--- src/rtl/load_store_unit_if.sv ---
// ---------------------------------------------------------------------------
// load_store_unit_if
//   Bundles the CPU request/response handshake and the data_memory port of
//   the load/store unit into a single interface.
//
//   Request  : req_valid, req_ready, req_op, req_addr, req_wdata
//   Response : rsp_valid, rsp_ready, rsp_rdata, rsp_fault
//   Memory   : mem_addr, mem_wdata, mem_we (to data_memory), mem_rdata (from it)
//
//   slave  : the load/store unit's view (takes requests, drives memory)
//   master : the CPU datapath / memory side view
// ---------------------------------------------------------------------------
interface load_store_unit_if #(
    parameter int ADDR_W = 8,
    parameter int DATA_W = 8
);
    logic              req_valid;
    logic              req_ready;
    logic [1:0]        req_op;
    logic [ADDR_W-1:0] req_addr;
    logic [DATA_W-1:0] req_wdata;

    logic              rsp_valid;
    logic              rsp_ready;
    logic [DATA_W-1:0] rsp_rdata;
    logic              rsp_fault;

    logic [ADDR_W-1:0] mem_addr;
    logic [DATA_W-1:0] mem_wdata;
    logic              mem_we;
    logic [DATA_W-1:0] mem_rdata;

    modport slave (
        input  req_valid, req_op, req_addr, req_wdata, rsp_ready, mem_rdata,
        output req_ready, rsp_valid, rsp_rdata, rsp_fault, mem_addr, mem_wdata, mem_we
    );

    modport master (
        output req_valid, req_op, req_addr, req_wdata, rsp_ready, mem_rdata,
        input  req_ready, rsp_valid, rsp_rdata, rsp_fault, mem_addr, mem_wdata, mem_we
    );
endinterface

--- src/rtl/load_store_unit.sv ---
// ---------------------------------------------------------------------------
// load_store_unit
//   Request/response front-end for data_memory (sync write, 1-cycle
//   registered read). Accepts one LOAD / STORE / INC request at a time,
//   range-checks the address, sequences the memory accesses around the read
//   latency and returns a held response with read data or a fault flag.
//
//   Ports:
//     clk    : system clock, rising edge
//     rst_n  : asynchronous reset, active-low
//     bus    : load_store_unit_if.slave (request, response and memory port)
//
//   Sequencing (edges counted from the acceptance edge):
//     fault -> RESP                           (1)
//     STORE -> ISSUE(write) -> RESP           (2)
//     LOAD  -> ISSUE -> CAP -> RESP           (3)
//     INC   -> ISSUE -> CAP -> WB(write) -> RESP (4)
// ---------------------------------------------------------------------------
module load_store_unit #(
    parameter int ADDR_W  = 8,
    parameter int DATA_W  = 8,
    parameter int ADDR_LO = 64,
    parameter int ADDR_HI = 127
) (
    input  logic              clk,
    input  logic              rst_n,
    load_store_unit_if.slave  bus
);

    localparam logic [ADDR_W-1:0] LP_ADDR_LO = ADDR_W'(ADDR_LO);
    localparam logic [ADDR_W-1:0] LP_ADDR_HI = ADDR_W'(ADDR_HI);

    localparam logic [1:0] OP_LOAD  = 2'b00;
    localparam logic [1:0] OP_STORE = 2'b01;
    localparam logic [1:0] OP_INC   = 2'b10;
    localparam logic [1:0] OP_RSVD  = 2'b11;

    typedef enum logic [2:0] {
        S_IDLE  = 3'd0,
        S_ISSUE = 3'd1,
        S_CAP   = 3'd2,
        S_WB    = 3'd3,
        S_RESP  = 3'd4
    } state_t;

    // Increment with natural wrap at 2^DATA_W.
    function automatic logic [DATA_W-1:0] f_inc(input logic [DATA_W-1:0] v);
        return v + {{(DATA_W-1){1'b0}}, 1'b1};
    endfunction

    state_t            r_state;
    logic [1:0]        r_op;
    logic [DATA_W-1:0] r_data;
    logic [ADDR_W-1:0] r_mem_addr;
    logic [DATA_W-1:0] r_mem_wdata;
    logic              r_mem_we;
    logic              r_rsp_valid;
    logic [DATA_W-1:0] r_rsp_rdata;
    logic              r_rsp_fault;

    state_t            w_state_nxt;
    logic [1:0]        w_op_nxt;
    logic [DATA_W-1:0] w_data_nxt;
    logic [ADDR_W-1:0] w_mem_addr_nxt;
    logic [DATA_W-1:0] w_mem_wdata_nxt;
    logic              w_mem_we_nxt;
    logic [DATA_W-1:0] w_rsp_rdata_nxt;
    logic              w_rsp_fault_nxt;
    logic              w_accept;
    logic              w_req_ok;

    assign w_accept = bus.req_valid && (r_state == S_IDLE);
    assign w_req_ok = (bus.req_addr >= LP_ADDR_LO) && (bus.req_addr <= LP_ADDR_HI)
                      && (bus.req_op != OP_RSVD);

    // State register plus all registered outputs and request latches.
    always_ff @(posedge clk or negedge rst_n) begin
        if (!rst_n) begin
            r_state     <= S_IDLE;
            r_op        <= 2'b00;
            r_data      <= {DATA_W{1'b0}};
            r_mem_addr  <= {ADDR_W{1'b0}};
            r_mem_wdata <= {DATA_W{1'b0}};
            r_mem_we    <= 1'b0;
            r_rsp_valid <= 1'b0;
            r_rsp_rdata <= {DATA_W{1'b0}};
            r_rsp_fault <= 1'b0;
        end else begin
            r_state     <= w_state_nxt;
            r_op        <= w_op_nxt;
            r_data      <= w_data_nxt;
            r_mem_addr  <= w_mem_addr_nxt;
            r_mem_wdata <= w_mem_wdata_nxt;
            r_mem_we    <= w_mem_we_nxt;
            r_rsp_valid <= (w_state_nxt == S_RESP);
            r_rsp_rdata <= w_rsp_rdata_nxt;
            r_rsp_fault <= w_rsp_fault_nxt;
        end
    end

    // Next-state and next-output decode; outputs are computed one cycle
    // ahead so that every interface output comes straight from a flop.
    always_comb begin
        w_state_nxt     = r_state;
        w_op_nxt        = r_op;
        w_data_nxt      = r_data;
        w_mem_addr_nxt  = r_mem_addr;
        w_mem_wdata_nxt = r_mem_wdata;
        w_mem_we_nxt    = 1'b0;
        w_rsp_rdata_nxt = r_rsp_rdata;
        w_rsp_fault_nxt = r_rsp_fault;

        case (r_state)
            S_IDLE: begin
                if (w_accept) begin
                    w_op_nxt = bus.req_op;
                    if (w_req_ok) begin
                        w_state_nxt     = S_ISSUE;
                        w_mem_addr_nxt  = bus.req_addr;
                        w_mem_wdata_nxt = bus.req_wdata;
                        w_mem_we_nxt    = (bus.req_op == OP_STORE);
                    end else begin
                        // Fault: respond immediately, memory untouched.
                        w_state_nxt     = S_RESP;
                        w_rsp_rdata_nxt = {DATA_W{1'b0}};
                        w_rsp_fault_nxt = 1'b1;
                    end
                end else begin
                    w_state_nxt = S_IDLE;
                end
            end
            S_ISSUE: begin
                if (r_op == OP_STORE) begin
                    w_state_nxt     = S_RESP;
                    w_rsp_rdata_nxt = {DATA_W{1'b0}};
                    w_rsp_fault_nxt = 1'b0;
                end else begin
                    // Read address is on the bus this cycle; data arrives in CAP.
                    w_state_nxt = S_CAP;
                end
            end
            S_CAP: begin
                w_data_nxt = bus.mem_rdata;
                if (r_op == OP_INC) begin
                    w_state_nxt     = S_WB;
                    w_mem_we_nxt    = 1'b1;
                    w_mem_wdata_nxt = f_inc(bus.mem_rdata);
                end else begin
                    w_state_nxt     = S_RESP;
                    w_rsp_rdata_nxt = bus.mem_rdata;
                    w_rsp_fault_nxt = 1'b0;
                end
            end
            S_WB: begin
                // INC returns the value seen before the increment.
                w_state_nxt     = S_RESP;
                w_rsp_rdata_nxt = r_data;
                w_rsp_fault_nxt = 1'b0;
            end
            S_RESP: begin
                if (bus.rsp_ready) begin
                    w_state_nxt     = S_IDLE;
                    w_rsp_rdata_nxt = {DATA_W{1'b0}};
                    w_rsp_fault_nxt = 1'b0;
                end else begin
                    w_state_nxt = S_RESP;
                end
            end
            default: begin
                w_state_nxt = S_IDLE;
            end
        endcase
    end

    assign bus.req_ready = (r_state == S_IDLE);
    assign bus.rsp_valid = r_rsp_valid;
    assign bus.rsp_rdata = r_rsp_rdata;
    assign bus.rsp_fault = r_rsp_fault;
    assign bus.mem_addr  = r_mem_addr;
    assign bus.mem_wdata = r_mem_wdata;
    assign bus.mem_we    = r_mem_we;

endmodule

--- src/flat_wrapper.sv ---
// flat-port wrapper written by rule: the top's interface ports become plain ports
module load_store_unit_flat 
#(
    parameter int ADDR_W  = 8,
    parameter int DATA_W  = 8,
    parameter int ADDR_LO = 64,
    parameter int ADDR_HI = 127
)
  (clk, rst_n, bus_req_valid, bus_req_op, bus_req_addr, bus_req_wdata, bus_rsp_ready, bus_mem_rdata, bus_req_ready, bus_rsp_valid, bus_rsp_rdata, bus_rsp_fault, bus_mem_addr, bus_mem_wdata, bus_mem_we);
  load_store_unit_if #(.ADDR_W(ADDR_W), .DATA_W(DATA_W)) bus_i ();
  input  logic clk;
  input  logic rst_n;
  input wire logic [$bits(bus_i.req_valid)-1:0] bus_req_valid;
  input wire logic [$bits(bus_i.req_op)-1:0] bus_req_op;
  input wire logic [$bits(bus_i.req_addr)-1:0] bus_req_addr;
  input wire logic [$bits(bus_i.req_wdata)-1:0] bus_req_wdata;
  input wire logic [$bits(bus_i.rsp_ready)-1:0] bus_rsp_ready;
  input wire logic [$bits(bus_i.mem_rdata)-1:0] bus_mem_rdata;
  output wire logic [$bits(bus_i.req_ready)-1:0] bus_req_ready;
  output wire logic [$bits(bus_i.rsp_valid)-1:0] bus_rsp_valid;
  output wire logic [$bits(bus_i.rsp_rdata)-1:0] bus_rsp_rdata;
  output wire logic [$bits(bus_i.rsp_fault)-1:0] bus_rsp_fault;
  output wire logic [$bits(bus_i.mem_addr)-1:0] bus_mem_addr;
  output wire logic [$bits(bus_i.mem_wdata)-1:0] bus_mem_wdata;
  output wire logic [$bits(bus_i.mem_we)-1:0] bus_mem_we;
  assign bus_i.req_valid = bus_req_valid;
  assign bus_i.req_op = bus_req_op;
  assign bus_i.req_addr = bus_req_addr;
  assign bus_i.req_wdata = bus_req_wdata;
  assign bus_i.rsp_ready = bus_rsp_ready;
  assign bus_i.mem_rdata = bus_mem_rdata;
  assign bus_req_ready = bus_i.req_ready;
  assign bus_rsp_valid = bus_i.rsp_valid;
  assign bus_rsp_rdata = bus_i.rsp_rdata;
  assign bus_rsp_fault = bus_i.rsp_fault;
  assign bus_mem_addr = bus_i.mem_addr;
  assign bus_mem_wdata = bus_i.mem_wdata;
  assign bus_mem_we = bus_i.mem_we;
  load_store_unit #(.ADDR_W(ADDR_W), .DATA_W(DATA_W), .ADDR_LO(ADDR_LO), .ADDR_HI(ADDR_HI)) u_core (.clk(clk), .rst_n(rst_n), .bus(bus_i));
endmodule
--- config.mk ---
export PLATFORM = sky130hd
export DESIGN_NAME = load_store_unit_flat
export DESIGN_NICKNAME = d
export VERILOG_FILES = /design/src/rtl/load_store_unit_if.sv /design/src/rtl/load_store_unit.sv /design/src/flat_wrapper.sv
export SDC_FILE = /design/constraint.sdc
export NUM_CORES = 1
export LEC_CHECK = 0
export BUFFER_PORTS_ARGS = -buffer_cell sky130_fd_sc_hd__buf_2
export CAP_MARGIN = 30
export CORE_UTILIZATION = 40
export DETAILED_ROUTE_END_ITERATION = 8
export PLACE_DENSITY = 0.69
export SYNTH_ARGS = -nofsm -noshare
export SYNTH_HDL_FRONTEND = slang
export SYNTH_SLANG_ARGS = --single-unit
--- constraint.sdc ---
create_clock -name clk -period 2.7 [get_ports clk]
set_clock_uncertainty 0.1 [all_clocks]
set_input_delay 0.54 -clock clk [delete_from_list [all_inputs] [get_ports clk]]
set_output_delay 0.54 -clock clk [all_outputs]
set_load 0.02 [all_outputs]
Word-level counts from Yosys, hierarchy flattened

Cells that the tools add are included.

Register bits: 40
Bits of input ports: 30
Output and inout port bits: 28
Word-level logic and storage cells: 64

$add $sub $neg: 1
Order comparisons: 2
Eq/ne operators: 16
Mux-type cells: 26
Reduce and logical (&&, ||, !) cells: 10

Operator list:

| operator                                                           | count |
|---|---|
| two-way mux 8 bit                                                  | 8 |
| case mux 8 bit (5 select lines)                                    | 1 |
| case mux 8 bit (2 select lines)                                    | 1 |
| two-way mux 3 bit                                                  | 5 |
| case mux 3 bit (5 select lines)                                    | 1 |
| adder 8 x 1 -> 8 bit (second input constant)                       | 1 |
| greater-or-equal comparator 8 x 7 -> 1 bit (second input constant) | 1 |
| <= comparator 8 x 7 -> 1 bit (second input constant)               | 1 |
| two-way mux 1 bit                                                  | 8 |
| != test 2 x 1 -> 1 bit (second input constant)                     | 4 |
| != test 2 bit (second input constant)                              | 4 |
| == test 3 x 2 -> 1 bit (second input constant)                     | 2 |
| == test 3 bit (second input constant)                              | 2 |
| AND reduction 6 bit                                                | 1 |
| case mux 1 bit (5 select lines)                                    | 1 |
| nonzero test 5 bit                                                 | 1 |
| == test 2 x 1 -> 1 bit (second input constant)                     | 2 |
| AND reduction 4 bit                                                | 1 |
| == test 3 x 1 -> 1 bit (second input constant)                     | 1 |
| logical AND 1 bit                                                  | 3 |
| logical NOT 3 bit                                                  | 1 |
| AND reduction 3 bit                                                | 1 |
| == test 2 bit (second input constant)                              | 1 |
| case mux 1 bit (2 select lines)                                    | 1 |
| 2 further kinds                                                    | 2 |

Depth between registers and ports, before layout

Gate-level depths: netlist of run 1.

Depth after elaboration: 7
Mapped depth: 6
Gate-level depth less buffers: 5

Least setup slack after synthesis of run 1

Ideal clock, no wire load.

Kind: input to register
Start point: in bus_req_addr[6]
End point: reg u_core.r_rsp_rdata[0], in the netlist u_core.bus.rsp_rdata[0]
Setup time: 125 ps
Arrival time: 1661 ps
Data required time: 2475 ps
Setup slack: 814 ps
Cell stages on the path: 4
Path buffers: 0
Cell sequence: nor2b_1 > a21oi_1 > o221ai_4 > mux2_4

Cells in the longest elaborated chain, start to end: 5
Elaborated cells on any way between the ends: 6
Classes of those cells: order compare (2); eq/ne (1); reduce/logical (3)

RTL lines:

| element                                                                                           | RTL line              | RTL |
|---|---|---|
| from (decl)                                                                                       | flat_wrapper.sv:15    | `input wire logic [$bits(bus_i.req_addr)-1:0] bus_req_addr;` |
| greater-or-equal comparator 8 x 7 -> 1 bit / <= comparator 8 x 7 -> 1 bit (equally long branches) | load_store_unit.sv:73 | `assign w_req_ok = (bus.req_addr >= LP_ADDR_LO) && (bus.req_addr <= LP_ADDR_HI)` |
| logical AND 1 bit *                                                                               | load_store_unit.sv:73 |  |
| logical AND 1 bit *                                                                               | load_store_unit.sv:74 | `&& (bus.req_op != OP_RSVD);` |
| != test 2 bit (no line) *                                                                         | --                    |  |
| AND reduction 6 bit (no line) *                                                                   | --                    |  |
| to (signal assigned)                                                                              | load_store_unit.sv:86 | `r_rsp_rdata <= {DATA_W{1'b0}};` |
| to (signal assigned)                                                                              | load_store_unit.sv:96 | `r_rsp_rdata <= w_rsp_rdata_nxt;` |
| to (decl)                                                                                         | load_store_unit.sv:58 | `logic [DATA_W-1:0] r_rsp_rdata;` |

Mark *: on every way between the ends. The rest lies on a longest branch, timed or not.
A chain may end at the register's enable or synchronous reset.

Worst setup path after layout of run 1

Start point: reg u_core.r_state[2]
End point: reg u_core.r_mem_wdata[4], in the netlist u_core.bus.mem_wdata[4]

Cells in the longest elaborated chain, start to end: 4
Elaborated cells on any way between the ends: 9
Classes of those cells: eq/ne (4); mux (1); reduce/logical (4)

RTL lines:

| element                          | RTL line                                      | RTL |
|---|---|---|
| from (decl)                      | load_store_unit.sv:51                         | `state_t r_state;` |
| from (signal assigned)           | load_store_unit.sv:89                         | `r_state <= w_state_nxt;` |
| logical NOT 3 bit                | load_store_unit.sv:72, load_store_unit.sv:113 |  |
| logical AND 1 bit                | load_store_unit.sv:72                         | `assign w_accept = bus.req_valid && (r_state == S_IDLE);` |
| != test 2 x 1 -> 1 bit (no line) | --                                            |  |
| AND reduction 4 bit (no line)    | --                                            |  |
| to (signal assigned)             | load_store_unit.sv:83                         | `r_mem_wdata <= {DATA_W{1'b0}};` |
| to (signal assigned)             | load_store_unit.sv:93                         | `r_mem_wdata <= w_mem_wdata_nxt;` |
| to (decl)                        | load_store_unit.sv:55                         | `logic [DATA_W-1:0] r_mem_wdata;` |

Several ways; a longest one is shown, not always the timed one.

==> impl_results.md, run 1 <==
- DR iter-0 viols: 64
- Final worst-path cycle share: 0.790
- FFs w/ async S/R, synth: 1.00
- Main combinational cell family by area after synthesis: simple AND/OR/NAND/NOR gates
- Synth warnings: 0
- Post-DRT Antenna Nets: 0
- Cell area after placement: 2300 µm²
- Clock transition at path regs: 0.08 ns
- Post-route setup TNS: 0 ns
- Register area share after synthesis: 0.506
- Ys flop type: dfrtp_1
- CTS Root Buffer Type: clkbuf_8
- Reg2reg end: u_core.bus.mem_wdata[4]
- Origin of the critical flop-to-flop path: u_core.r_state[2]
- Actual slew at the worst max-slew pin: 0.880 ns
- Post-cts sizing count: 0
- Area grow syn2layout: 22.2%
- DR WL/cell: 13.0 µm
- Fin crit period: 2.13 ns
- First-pass DRT Iterations: 4
- Final slew viol count: 0
- Design area: 2420 µm²
- RSZ-0062 raised after global routing: false
- Outcome: finished, final reports clean
- Dpl ws: 0.551 ns
- Final worst setup slack: 0.567 ns
- H-Tree Depth: 2
- Total track usage: 0.168
- Syn avg cell area: 11.2 µm²
- Cell leakage power: 0.00123 µW
- Ranking of synthesized cells by area: dfrtp_1 51%, mux2_4 8.4%, nand2_1 8.2%
- WL final: 3.95 mm
- Clock Tree Buf Depth: 2
- Reg-to-reg slack, setup: 0.57 ns
- Area leader, netlist: dfrtp_1
- Chip height: 72.3 µm
- # IOs: 58
- Compound-Gate Fraction of Synth Area: 0.0728
- Arrival time worst endpoint: 2.22 ns
- Placer congestion estimate: 0.771
- Max Freq: 0.469 GHz
- Skew-Pair Late Insertion Delay: 0.30 ns
- Most numerous cell in the Yosys netlist: nand2_1
- Startpoint Class: register
- CTS hold repair buffers: 0
- Top cells by count, synth: 43 x nand2_1, 40 x dfrtp_1, 11 x mux2_4, 11 x nand3_1, 8 x o21ai_0
- CTS tree: built
- Initial Util: 0.416
- First-pass GRT wire length: 6.50 mm
- Number of remaining DRC errors: 0
- Type of destination of the critical path: register
- Dpl cells: 295
- Setup CP Type: register to register
- Hold Vio Cnt, Final: 0
- Pin count of the biggest net entering global routing: 41
- Final Setup Violations: 0
- Post-Syn Nets: 208
- Synth top area share: 0.506
- Synthesized-area fraction occupied by and/or/nand/nor cells: 0.215
- Hold WC Path Type: input port to asynchronous set/reset pin
- Worst slew margin relative to its limit: 0.413
- Total power: 2220 µW
- Diode count: 0
- Max-cap violations: 0
- Post-synthesis mux area share: 0.141
- Cts bufs inserted: 5
- Crit path max fanout: 17
- R2R cell count: 5
- Initial antenna violation count: 0
- Post-synth EDFFs: 0
- XOR/XNOR share of the synthesized area: 0.0266
- Port bufs: 57
- Vias: 1448
- Die area: 5230 µm²
- # rows: 25
- Total gr overflow: 0
- Dpl hpwl: 2.85 mm
- Synth Area in Adders: 0.00633
- Peak supply drop: 0.357 mV
- Setup Buffers After CTS: 0
- Vias in the first global route: 1365
- Register bit total from synthesis: 40
- Die W: 72.3 µm
- Synth unique cells: 41
- Core ar.: 4750 µm²
- Final non-filler cell total: 303
- PwrDens: 920 nW/µm²
- Layout cells sized above 1: 0.394
- Via-to-Cell Ratio: 4.78
- Worst EP required: 2.78 ns
- Clk sink count: 40
- Cells after synthesis: 177
- Fin nets: 266
- Synthesized area: 1980 µm²
## kinds of logic (layout without fill, tap and decap cells)
group,after synthesis,count (layout)
adder cells (fa/ha/maj),1,1
multiplexers,21,21
buffers and inverters,9,68
flip-flops,40,40
XOR/XNOR,6,6
AND/OR/NAND/NOR,80,80
AO/OA/AOI/OAI,20,20
## critical path, cell delays in order, from the launching register on
cell,delay [ns]
dfrtp_1,0.58
nor4b_4,0.45
nand3_4,0.26
and2_4,0.24
clkinv_2,0.07
mux2_1,0.31
## how the worst max path moves through the flow
stage,from,endpoint,slack [ns],depth (start not counted)
final,u_core.r_state[2],u_core.bus.mem_wdata[4],0.57,5
after global routing,u_core.r_state[2],u_core.bus.mem_wdata[3],0.42,5
after CTS,u_core.r_state[2],u_core.bus.mem_wdata[4],0.56,5
after detailed placement,bus_req_addr[7],u_core.bus.rsp_rdata[5],0.55,5
after global placement,bus_req_addr[7],u_core.bus.rsp_rdata[0],0.58,5
after floorplan,bus_req_addr[6],u_core.bus.rsp_rdata[0],0.81,4
## power by group
part,leakage (µW),internal [µW],switching (µW)
sequential,0.000489,805,142
clock,0.0000583,278,224
combinational,0.000684,338,436
total,0.00123,1420,802
## placed cells by master, fill, tap and decap left out, types with 2 or more instances in the layout
cell type	count
a22o_1	2
mux2_1	2
clkinv_4	2
mux2_2	6
nand2_1	43
a21oi_1	4
o211ai_1	2
clkbuf_8	5
mux2_4	11
buf_2	57
xor2_1	5
dfrtp_1	40
or3b_1	2
nor2_1	5
and3_1	2
nand3_1	11
nand2b_1	4
nor2b_1	2
o21ai_0	8
## state kept, by name (all words and copies together) (netlist names)
signal / cells
u_core.r_data: 8
u_core.bus.mem_wdata: 8
u_core.bus.rsp_fault: 1
u_core.bus.rsp_rdata: 8
u_core.bus.mem_addr: 8
u_core.bus.rsp_valid: 1
u_core.r_op: 2
u_core.r_state: 3
u_core.bus.mem_we: 1
## stage by stage
stage | utilization | hold WS [ns]
after detailed placement | 0.484 | 0.347
after floorplan | - | 0.144
after global placement | 0.484 | 0.344
final | 0.508 | 0.250
after CTS | 0.508 | 0.284
after global routing | 0.508 | 0.328
## final cells by class
class	count	area [µm²]
Clock buffer	5	68.8
Clock inverter	3	47.5
Fill cell	470	2340
Inverter	2	8.76
Multi-Input combinational cell	128	913
Sequential cell	40	1000
Tap cell	67	83.8
Timing Repair Buffer	58	293
## routing by layer
layer  part of all wire  GRT usage  wire length (µm)
met4              0.018     0.0719                71
met3              0.069     0.0375               273
met1               0.50      0.236              1960
met5                  0          0                 0
met2               0.42      0.251              1640
No activity file was read; power rests on OpenSTA's default activity.
==> run 2, diff against run 1 <==
ABC_AREA = 1   (was not set)
clock period = 2.1 ns   (was 2.7 ns; I/O delays follow)
==> run 2 against run 1 <==
Compared with the run above: final cell count up 24%; via count up 19%; critical path depth down 1; register-to-register slack worse by 0.16 ns; synthesized cell count up 39%; design area up 1.3%.
==> impl_results.md, run 2 <==
- Outcome: finished, final reports clean
- Post-Syn Nets: 277 (+33%)
- Cell leakage power: 0.00139 µW (+13%)
- Layout cells sized above 1: 0.261 (-0.133)
- Most frequent cells in the layout: 105 x nand2_1, 57 x buf_2, 40 x dfrtp_1
- Hold EP: u_core.bus.mem_addr[3]
- Synthesized-area fraction occupied by and/or/nand/nor cells: 0.346 (+0.131)
- Post-synthesis mux area share: 0 (-0.141)
- Post-DRT Antenna Nets: 0 (unchanged)
- Initial Util: 0.414 (-0.00175)
- Total gr overflow: 0 (unchanged)
- P_int: 1740 µW (+23%)
- Fin crit period: 1.78 ns
- Min-delay src: bus_req_addr[3]
- Final non-filler cell total: 377 (+24%)
- Synth unique cells: 21 (-49%)
- Final worst-path cycle share: 0.849
- CTS Root Buffer Type: clkbuf_8
- XOR/XNOR share of the synthesized area: 0.00448 (-0.0221)
- Most numerous cell in the Yosys netlist: nand2_1
- Sw Share: 0.388 (+0.0270)
- Die area: 5170 µm² (-1.0%)
- # rows: 25 (unchanged)
- Clk sink count: 40 (unchanged)
- R2R cell count: 7 (+2)
- WL final: 4.12 mm (+4.5%)
- Number of remaining DRC errors: 0 (unchanged)
- Setup CP Type: register to output pin
- Flop pwr share: 0.414 (-0.012)
- Synth warnings: 0 (unchanged)
- Via-to-Cell Ratio: 4.58 (-4.1%)
- Port bufs: 57 (unchanged)
- Placer congestion estimate: 0.871 (+13%)
- # IOs: 58 (unchanged)
- Area grow syn2layout: 25.2%
- Synth top area share: 0.512 (+0.00551)
- Area leader, netlist: dfrtp_1
- Combinational share of power: 0.365 (+0.017)
- Type of destination of the critical path: output pin
- First-pass GRT wire length: 7.36 mm (+13%)
- Top cells by count, synth: 105 x nand2_1, 40 x dfrtp_1, 21 x inv_1, 21 x o21ai_0, 19 x nand3_1
- Total power: 2840 µW (+28%)
- Clock Tree Buf Depth: 2 (unchanged)
- PwrDens: 1160 nW/µm² (+26%)
- Core ar.: 4720 µm² (-0.66%)
- Dpl ws: 0.394 ns (-0.158 ns)
- Final Setup Violations: 0 (unchanged)
- First-pass DRT Iterations: 4 (unchanged)
- Post-route setup TNS: 0 ns (unchanged)
- Worst Setup SP: u_core.r_state[0]
- RSZ-0062 raised after global routing: false
- Worst slew margin relative to its limit: 0.718 (+0.305)
- Clock share of power: 0.221 (-0.005)
- FFs w/ async S/R, synth: 1.00 (unchanged)
- Fin nets: 340 (+28%)
- Fillers: 467 (-0.64%)
- Syn avg cell area: 7.95 µm² (-29%)
- Worst hold path cell count: 3
- Die W: 71.9 µm (-0.53%)
- Register bit total from synthesis: 40 (unchanged)
- DR WL/cell: 10.9 µm (-16%)
- Ranking of synthesized cells by area: dfrtp_1 51%, nand2_1 20%, o21ai_0 5.4%
- Crit path max fanout: 6 (-11)
- Chip height: 71.9 µm (-0.53%)
- CTS tree: built
- DR iter-0 viols: 81 (+27%)
- Most common cell after layout, fill and taps aside: nand2_1
- Worst EP required: 1.58 ns (-1.20 ns)
- Total track usage: 0.181 (+0.0133)
- Final slew viol count: 0 (unchanged)
- Vias in the first global route: 1699 (+24%)
- Post-cts sizing count: 0 (unchanged)
- Max Freq: 0.561 GHz
- Hold Vio Cnt, Final: 0 (unchanged)
- Compound-Gate Fraction of Synth Area: 0.0761 (+0.00335)
- Dpl cells: 368 (+25%)
- Ys flop type: dfrtp_1
- Max-cap violations: 0 (unchanged)
- Dpl hpwl: 3.18 mm (+11%)
- Reg-to-reg slack, setup: 0.41 ns (-0.16 ns)
- Net Switching: 1100 µW (+38%)
- Cells after synthesis: 246 (+39%)
- Synthesized area: 1960 µm² (-1.1%)
- Synth Area in Adders: 0.00640 (+0.0000688)
- Skew-Pair Late Insertion Delay: 0.29 ns (about the same)
- Origin of the critical flop-to-flop path: u_core.r_state[0]
- Reg2reg end: u_core.bus.rsp_rdata[0]
- Peak supply drop: 0.629 mV (+76%)
- Diode count: 0 (unchanged)
- Arrival time worst endpoint: 1.26 ns (-0.96 ns)
- Main combinational cell family by area after synthesis: simple AND/OR/NAND/NOR gates
- Final worst setup slack: 0.316 ns (-0.251 ns)
- Cts bufs inserted: 5 (unchanged)
- Post-synth EDFFs: 0 (unchanged)
- Layout Utilization: 0.518 (+0.0103)
- Register area share after synthesis: 0.512 (+0.00551)
- Vias: 1727 (+19%)
- Startpoint Class: register
- Hold WC Path Type: input port to register
- Actual slew at the worst max-slew pin: 0.424 ns (-0.457 ns)
- Initial antenna violation count: 0 (unchanged)
- H-Tree Depth: 2 (unchanged)
- Pin count of the biggest net entering global routing: 24 (-41%)
- Clock transition at path regs: 0.08 ns (about the same)
run 2: cell count changes after synthesis, sizes merged, moves of 5 or more:
cell / previous run / this run
nand2: 44 / 110
inv: 1 / 24
nand3: 12 / 20
o21ai: 8 / 21
nor2: 5 / 18
xor2: 5 / 0
mux2: 19 / 0
run 2: repair_timing:
item | CTS | global route
endpoints found under the hold margin | 17 | 0
buffers inserted | 0 | 0
hold buffers | 1 | 0
run 2: area by class of cell:
cell class                      instances  area (µm²)  area share
Clock inverter                          3        42.5      0.0174
Clock buffer                            5        68.8      0.0281
Multi-Input combinational cell        179         847       0.346
Inverter                               24        90.1      0.0368
Timing Repair Buffer                   59         315       0.129
Sequential cell                        40        1000       0.409
Tap cell                               67        83.8      0.0342
run 2: how the worst max path moves through the flow:
stage                                          to  slack [ns]  depth (start not counted)
final                               bus_req_ready        0.32                          4
after global routing      u_core.bus.rsp_rdata[3]        0.18                          7
after CTS                           bus_req_ready        0.30                          4
after detailed placement  u_core.bus.mem_wdata[0]        0.39                          7
after global placement    u_core.bus.mem_wdata[0]        0.49                          7
after floorplan                     bus_req_ready        0.74                          3
run 2: critical path: stages (launching register included):
cell	delay, ns
dfrtp_1	0.43
nor2_4	0.22
nand2_4	0.11
inv_1	0.06
buf_2	0.15
run 2: power groups by stage:
stage | registers [µW] | clock network, µW | logic, µW
global placement | 1190 | 0 | 1030
global route | 1220 | 676 | 1170
CTS | 1180 | 648 | 1050
finish | 1180 | 628 | 1040
detailed placement | 1190 | 0 | 1050
floorplan | 1410 | 0 | 477
run 2: metal layers:
metal / wire length [µm] / up-vias / share of wire / global-route usage
li1: - / 898 / - / -
met1: 1890 / 781 / 0.46 / 0.237
met2: 1970 / 42 / 0.48 / 0.298
met3: 217 / 6 / 0.053 / 0.0472
met4: 47 / 0 / 0.011 / 0.0566
met5: 0 / - / 0 / 0
run 2: logic make-up after synthesis:
family / count (synthesis)
AND/OR/NAND/NOR: 151
AO/OA/AOI/OAI: 26
flip-flops: 40
buffers and inverters: 27
XOR/XNOR: 1
adder cells (fa/ha/maj): 1
run 2: metrics by stage:
step	cell area [µm²]	hold WS [ns]
after floorplan	1960	0.0244
after global routing	2450	0.216
after detailed placement	2330	0.284
after CTS	2450	0.207
after global placement	2330	0.278
final	2450	0.217
